**src/rtl/nvdla_csb_ctrl.sv**
```systemverilog
// CSB command sequencer: issues a single read or write on the NVDLA CSB request channel and waits for its response.
// It can then wait for the NVDLA interrupt, and aborts with an error flag when a timeout expires.
module nvdla_csb_ctrl #(
    parameter int unsigned TIMEOUT = 65535
) (
    input  logic        clk_i,
    input  logic        rst_i,
    input  logic        clear_i,
    input  logic        start_i,
    input  logic [15:0] addr_i,
    input  logic [31:0] wdat_i,
    input  logic        write_i,
    input  logic        wait_intr_i,
    output logic        busy_o,
    output logic        done_o,
    output logic        err_o,
    output logic [31:0] rdata_o,
    output logic        csb_valid_o,
    input  logic        csb_ready_i,
    output logic [15:0] csb_addr_o,
    output logic [31:0] csb_wdat_o,
    output logic        csb_write_o,
    output logic        csb_nposted_o,
    input  logic        csb_rvalid_i,
    input  logic [31:0] csb_rdata_i,
    input  logic        csb_wr_complete_i,
    input  logic        intr_i
);

    typedef enum logic [2:0] {
        S_IDLE,
        S_START,
        S_CONSUME,
        S_WAIT_INTR,
        S_TERMINATE
    } state_t;

    // The counter starts at zero on state entry, so the abort fires on the TIMEOUT-th cycle in the state.
    localparam logic [31:0] CNT_LIMIT = (TIMEOUT == 0) ? 32'd0 : 32'(TIMEOUT - 1);

    state_t      r_state;
    logic [31:0] r_cnt;
    logic [15:0] r_addr;
    logic [31:0] r_wdat;
    logic        r_write;
    logic        r_wait;
    logic        r_pend;
    logic        r_busy;
    logic        r_done;
    logic        r_valid;
    logic        r_err;
    logic [31:0] r_rdata;

    logic w_resp;
    logic w_timeout;

    assign w_resp    = r_write ? csb_wr_complete_i : csb_rvalid_i;
    assign w_timeout = (TIMEOUT != 0) && (r_cnt == CNT_LIMIT);

    always_ff @(posedge clk_i or posedge rst_i) begin
        if (rst_i) begin
            r_state <= S_IDLE;
            r_cnt   <= '0;
            r_addr  <= '0;
            r_wdat  <= '0;
            r_write <= 1'b0;
            r_wait  <= 1'b0;
            r_pend  <= 1'b0;
            r_busy  <= 1'b0;
            r_done  <= 1'b0;
            r_valid <= 1'b0;
            r_err   <= 1'b0;
            r_rdata <= '0;
        end else if (clear_i) begin
            r_state <= S_IDLE;
            r_cnt   <= '0;
            r_pend  <= 1'b0;
            r_busy  <= 1'b0;
            r_done  <= 1'b0;
            r_valid <= 1'b0;
            r_err   <= 1'b0;
            r_rdata <= '0;
        end else begin
            r_done <= 1'b0;
            case (r_state)
                S_IDLE: begin
                    if (start_i) begin
                        r_addr  <= addr_i;
                        r_wdat  <= wdat_i;
                        r_write <= write_i;
                        r_wait  <= wait_intr_i;
                        r_err   <= 1'b0;
                        r_pend  <= 1'b0;
                        r_busy  <= 1'b1;
                        r_valid <= 1'b1;
                        r_state <= S_START;
                    end
                end
                S_START: begin
                    if (intr_i) begin
                        r_pend <= 1'b1;
                    end
                    if (csb_ready_i) begin
                        r_valid <= 1'b0;
                        r_cnt   <= '0;
                        r_state <= S_CONSUME;
                    end
                end
                S_CONSUME: begin
                    if (intr_i) begin
                        r_pend <= 1'b1;
                    end
                    // A response in the final counted cycle still wins over the timeout.
                    if (w_resp) begin
                        if (!r_write) begin
                            r_rdata <= csb_rdata_i;
                        end
                        r_cnt <= '0;
                        if (r_wait) begin
                            r_state <= S_WAIT_INTR;
                        end else begin
                            r_done  <= 1'b1;
                            r_state <= S_TERMINATE;
                        end
                    end else if (w_timeout) begin
                        r_err   <= 1'b1;
                        r_done  <= 1'b1;
                        r_state <= S_TERMINATE;
                    end else begin
                        r_cnt <= r_cnt + 32'd1;
                    end
                end
                S_WAIT_INTR: begin
                    if (intr_i || r_pend) begin
                        r_done  <= 1'b1;
                        r_state <= S_TERMINATE;
                    end else if (w_timeout) begin
                        r_err   <= 1'b1;
                        r_done  <= 1'b1;
                        r_state <= S_TERMINATE;
                    end else begin
                        r_cnt <= r_cnt + 32'd1;
                    end
                end
                S_TERMINATE: begin
                    r_busy  <= 1'b0;
                    r_pend  <= 1'b0;
                    r_state <= S_IDLE;
                end
                default: begin
                    r_busy  <= 1'b0;
                    r_valid <= 1'b0;
                    r_state <= S_IDLE;
                end
            endcase
        end
    end

    assign busy_o        = r_busy;
    assign done_o        = r_done;
    assign err_o         = r_err;
    assign rdata_o       = r_rdata;
    assign csb_valid_o   = r_valid;
    assign csb_addr_o    = r_addr;
    assign csb_wdat_o    = r_wdat;
    assign csb_write_o   = r_write;
    assign csb_nposted_o = r_write;

endmodule

```
**config.mk**
```make
export PLATFORM = sky130hd
export DESIGN_NAME = nvdla_csb_ctrl
export DESIGN_NICKNAME = d
export VERILOG_FILES = /design/src/rtl/nvdla_csb_ctrl.sv
export SDC_FILE = /design/constraint.sdc
export NUM_CORES = 1
export LEC_CHECK = 0
export CAP_MARGIN = 5
export CORE_ASPECT_RATIO = 1.2
export CORE_MARGIN = 2
export CORE_UTILIZATION = 31
export DETAILED_ROUTE_END_ITERATION = 8
export PLACE_DENSITY = 0.58
export SLEW_MARGIN = 20
export SYNTH_ARGS = -nofsm -noshare
export SYNTH_HDL_FRONTEND = slang
export SYNTH_SLANG_ARGS = --single-unit
```
**constraint.sdc**
```tcl
create_clock -name clk_i -period 5.35 [get_ports clk_i]
set_input_delay 1.3375 -clock clk_i [delete_from_list [all_inputs] [get_ports clk_i]]
set_output_delay 1.3375 -clock clk_i [all_outputs]
set_load 0.005 [all_outputs]
```
# Word level (Yosys, flattened, before mapping)
# Cells that the tools add are included.
[totals]
ff_bits = 122
input_bits = 90
out_inout_bits = 86
[classes]
n_addsub = 1
eq_ne = 13
n_mux = 40
bitwise = 1
reduce_logical = 18
[ops]
columns = ["operator", "n"]
rows = [
  ["32-bit 2-to-1 mux", 9],
  ["32-bit one-hot mux with 3 select lines", 1],
  ["32-bit by 1-bit adder with 32-bit output, second input constant", 1],
  ["32-bit by 16-bit == test with 1-bit output, second input constant", 1],
  ["3-bit 2-to-1 mux", 7],
  ["1-bit 2-to-1 mux", 17],
  ["3-bit AND reduction", 5],
  ["3-bit != test, second input constant", 4],
  ["3-bit one-hot mux with 4 select lines", 1],
  ["4-bit nonzero test", 3],
  ["1-bit one-hot mux with 3 select lines", 3],
  ["3-bit by 2-bit == test with 1-bit output, second input constant", 2],
  ["3-bit OR reduction", 2],
  ["2-bit by 1-bit != test with 1-bit output, second input constant", 2],
  ["1-bit one-hot mux with 2 select lines", 2],
  ["2-bit AND reduction", 2],
  ["4-bit AND reduction", 1],
  ["2-bit nonzero test", 2],
  ["3-bit by 1-bit == test with 1-bit output, second input constant", 1],
  ["3-bit == test, second input constant", 1],
  ["3-bit logical NOT", 1],
  ["3-bit by 1-bit != test with 1-bit output, second input constant", 1],
  ["2-bit != test, second input constant", 1],
  ["2-bit OR reduction", 1],
  ["2 further kinds", 2],
]

# Longest topological paths before layout
[depth]
depth_word = 5
ltp_mapped = 9

# Worst setup path before layout
# OpenSTA, ideal clock, no wires.
[synth_path]
path_type = "input to register"
startpoint = "in intr_i"
endpoint = "reg r_cnt[23]"
t_arrival_ns = 3.129
path_slack_ns = 2.143
stages = 6
path_buffers = 1
path_cell_list = "o211a_1 o31a_1 or4_4 buf_6 or4_1 a21oi_1"
[synth_between]
elab_chain_len = 3
[synth_rtl]
columns = ["item", "line", "source"]
rows = [
  ["start, declared", "27", "input logic intr_i"],
  ["1-bit logical OR", "134", "if (intr_i || r_pend) begin"],
  ["3-bit != test (no source line)", "-", ""],
  ["3-bit AND reduction (no source line)", "-", ""],
  ["end signal, assigned", "130", "r_cnt <= r_cnt + 32'd1;"],
  ["end signal, assigned", "142", "r_cnt <= r_cnt + 32'd1;"],
  ["end, declared", "42", "logic [31:0] r_cnt;"],
]
# No other way between the ends.
# A chain may end at the register's enable or synchronous reset.

# Worst setup path after layout
# Ends and elaborated chain as after synthesis.

==> impl_metrics.tcl <==
set metrics [dict create \
    async_reset_ff_share_pct 100 \
    cts.htree.levels 4 \
    crit_end "r_cnt[23]$_DFFE_PP0P_" \
    post_synth.cell_area_avg_um2 10.6 \
    r2r_slack_ns 2.38 \
    critical_path_peak_fanout 26 \
    ir_worst_vdd_uv 235 \
    avgRoutedWirePerCell_um 16.5 \
    synthTopCellsByArea "dfrtp_1 (56%), mux2_2 (10%), nand2_1 (5.9%), a21oi_1 (5.3%), or4_1 (2.3%)" \
    core_mm2 0.0174 \
    hpwlAfterDp_um 10700 \
    syn-cell-area_mm2 0.00547 \
    clkSinkCount 122 \
    synth-seq-area-share_pct 55.8 \
    startpoint "intr_i" \
    power.share.sequential_pct 40.3 \
    totalNegativeSetupSlack_ns 0 \
    drv_cap 0 \
    net_load_switching_power_uw 719 \
    timing.max_slew.rel_slack_pct 29.4 \
    timing.final.crit_period_ns 3.66 \
    place_congestion 0.810 \
    row_count 53 \
    cts_buffer_depth 2 \
    design.final.nets 778 \
    critical_path.startpoint_type "input pin" \
    r2r-start "r_state[0]$_DFFE_PP0P_" \
    vias_in_the_first_global_route 4822 \
    chipWidth_um 125 \
    drtIter0Drc 202 \
    yosys_warnings 0 \
    cp-end-kind "flip-flop" \
    post_dp_cell_area_mm2 0.00745 \
    route.vias.total 4624 \
    arrival_time_reported_for_the_critical_path_endpoint_ns 3.99 \
    routed_wirelength_um 15100 \
    synth_top_cell_by_area "dfrtp_1" \
    power_switching_share_pct 26.0 \
    layout_setup_ws_ns 1.69 \
    grt_overflow 0 \
    initial_utilization_pct 31.4 \
    placedCellCount 887 \
    gr-usage-all-layers_pct 16.4 \
    timing.final.setup_violations 0 \
    synth_largest_type_area_fraction_pct 55.8 \
    postSynthRegisterBits 122 \
    synth_enable_flop_cells 0 \
    clk-insertion-delay-late_ns 0.42 \
    grt_setup_unrepaired "no" \
    synth_common_cells "dfrtp_1 (122), nand2_1 (86), a21oi_1 (58)" \
    power_density_mw_per_mm2 344 \
    internal_power_uw 2050 \
    clock_network_power_share_pct 40.4 \
    resize_count_post_cts 0 \
    port_buffers 175 \
    timing_max_transition_violations_final 0 \
    combinational_share_of_power_pct 19.3 \
    worst_slew_pin_slew_ns 1.06 \
    final_non_filler_cell_total 919 \
    outcome "finished, final reports clean" \
    required_ns 5.67 \
    cts-root-buf "clkbuf_16" \
    top_flip_flop_cell_by_instance_count_after_synthesis "dfrtp_1" \
    post-synth-top-count-cell "dfrtp_1" \
    vias_per_cell 5.03 \
    cts_inserted_buffers 17 \
    grt_first_pass_wirelength_um 24600 \
    grt_start_max_net_pins 70 \
    die_h_um 150 \
    regToRegEndpoint "r_cnt[23]$_DFFE_PP0P_" \
    static_leakage_uw 0.00313 \
    cts.hold.buffers_added 0 \
    ff2ff_path_depth 5 \
    drt-pass1-iter-count 4 \
    pre_cts_slack_ns 1.26 \
    drive_above_1_share_pct 14.0 \
    dieArea_mm2 0.0187 \
    fmax_mhz 273 \
    critical_path_class "input pin to flip-flop" \
    final_skew_ns 0.0160 \
    fraction_of_the_cycle_the_final_worst_path_needs_pct 68.5 \
    synth_cells 518 \
    min-delay-path-class "flip-flop to flip-flop" \
    yosysUniqueCellTypes 48 \
    synth.net_count 610 \
    antenna_found_initial 0 \
    filler_cell_count 1667 \
    boundaryPins 176 \
    antennaDiodeCount 0 \
    timing_hold_violations_final 0 \
    cts_post_setup_buffers_inserted 0 \
    cts_tree "done" \
    path_clk_slew_ns 0.06 \
    final_design_area_no_fill_mm2 0.00803 \
    postRouteAntennaNets 0 \
    remaining_drc_errors 0 \
    synthesis_to_layout_area_growth_pct 46.7 \
]
kinds of logic (layout without fill, tap and decap cells):
group	after synthesis	in the layout	synth area share, %
simple gates	185	185	17.1
xor+xnor	3	3	0.480
buf+inv	45	226	3.36
mux	54	54	11.0
compound gates	107	107	11.8
fa+ha+maj	2	2	0.457
flops	122	122	55.8
through the flow:
stage | hold WS [ns] | power [µW] | util [%]
floorplan | 0.471 | 1310 | -
global placement | 0.488 | 1660 | 42.7
detailed placement | 0.475 | 1670 | 42.7
CTS | 0.489 | 2800 | 46.0
global route | 0.518 | 2890 | 46.0
finish | 0.483 | 2760 | 46.0
power by group through the flow:
stage | sequential (µW) | clock, µW | combinational, µW
4_1_cts | 1120 | 1140 | 543
5_1_grt | 1130 | 1180 | 577
6_report | 1120 | 1120 | 534
3_3_place_gp | 1120 | 0 | 532
2_1_floorplan | 1120 | 0 | 190
3_5_place_dp | 1130 | 0 | 540
state kept, by name, indices dropped and copies added, names as in the netlist, 3 cells and up:
name / count
csb_wdat_o: 32
r_cnt: 32
r_state: 3
rdata_o: 32
csb_addr_o: 16
cell usage in the layout, fill, tap and decap left out, types with 3 or more instances in the layout:
cell	n
mux2i_1	4
or2_2	3
nand2b_1	3
nor4_1	12
nand2_1	86
o31ai_1	16
inv_1	11
nor2_1	10
clkinvlp_4	4
o31a_1	3
or4_1	17
a21oi_1	58
and2_1	3
nand3_1	14
nand4_1	15
clkdlybuf4s50_1	175
dfrtp_1	122
clkbuf_16	17
and4_1	4
buf_4	6
or3_1	4
nor3_1	3
mux2_2	50
o21ai_0	11
and3_1	4
inv_6	6
layout make-up:
type	count	area, µm²	share of cell area (%)
Clock buffer	18	439	5.47
Inverter	12	47.5	0.592
Tap cell	220	275	3.43
Clock inverter	14	135	1.68
Sequential cell	122	3050	38.0
Timing Repair Buffer	182	1820	22.6
Multi-Input combinational cell	351	2260	28.2
how the worst min path moves through the flow:
stage / slack, ns / depth (start not counted) / to / from
4_1_cts: 0.49 / 2 / busy_o$_DFFE_PP0P_ / busy_o$_DFFE_PP0P_
3_3_place_gp: 0.49 / 1 / csb_wdat_o[7]$_DFFE_PP0P_ / csb_wdat_o[7]$_DFFE_PP0P_
2_1_floorplan: 0.47 / 2 / busy_o$_DFFE_PP0P_ / busy_o$_DFFE_PP0P_
3_5_place_dp: 0.47 / 2 / busy_o$_DFFE_PP0P_ / busy_o$_DFFE_PP0P_
6_report: 0.48 / 2 / busy_o$_DFFE_PP0P_ / busy_o$_DFFE_PP0P_
5_1_grt: 0.52 / 2 / busy_o$_DFFE_PP0P_ / busy_o$_DFFE_PP0P_
routing by layer:
| layer | vias to the layer above | global-route usage (%) | share of wire, % |
|---|---|---|---|
| met3 | 19 | 6.15 | 6.8 |
| li1 | 2219 | - | - |
| met1 | 2258 | 18.9 | 40 |
| met2 | 128 | 28.4 | 52 |
| met4 | 0 | 5.50 | 1.4 |
| met5 | - | 0 | 0 |
worst max-delay path, cell delays in order:
cell             delay (ns)
clkdlybuf4s50_1        0.46
o211a_1                0.26
o31a_1                 0.53
or4_4                  0.72
or4_1                  0.50
a21oi_1                0.17
Power figures use the tool's default switching activity.
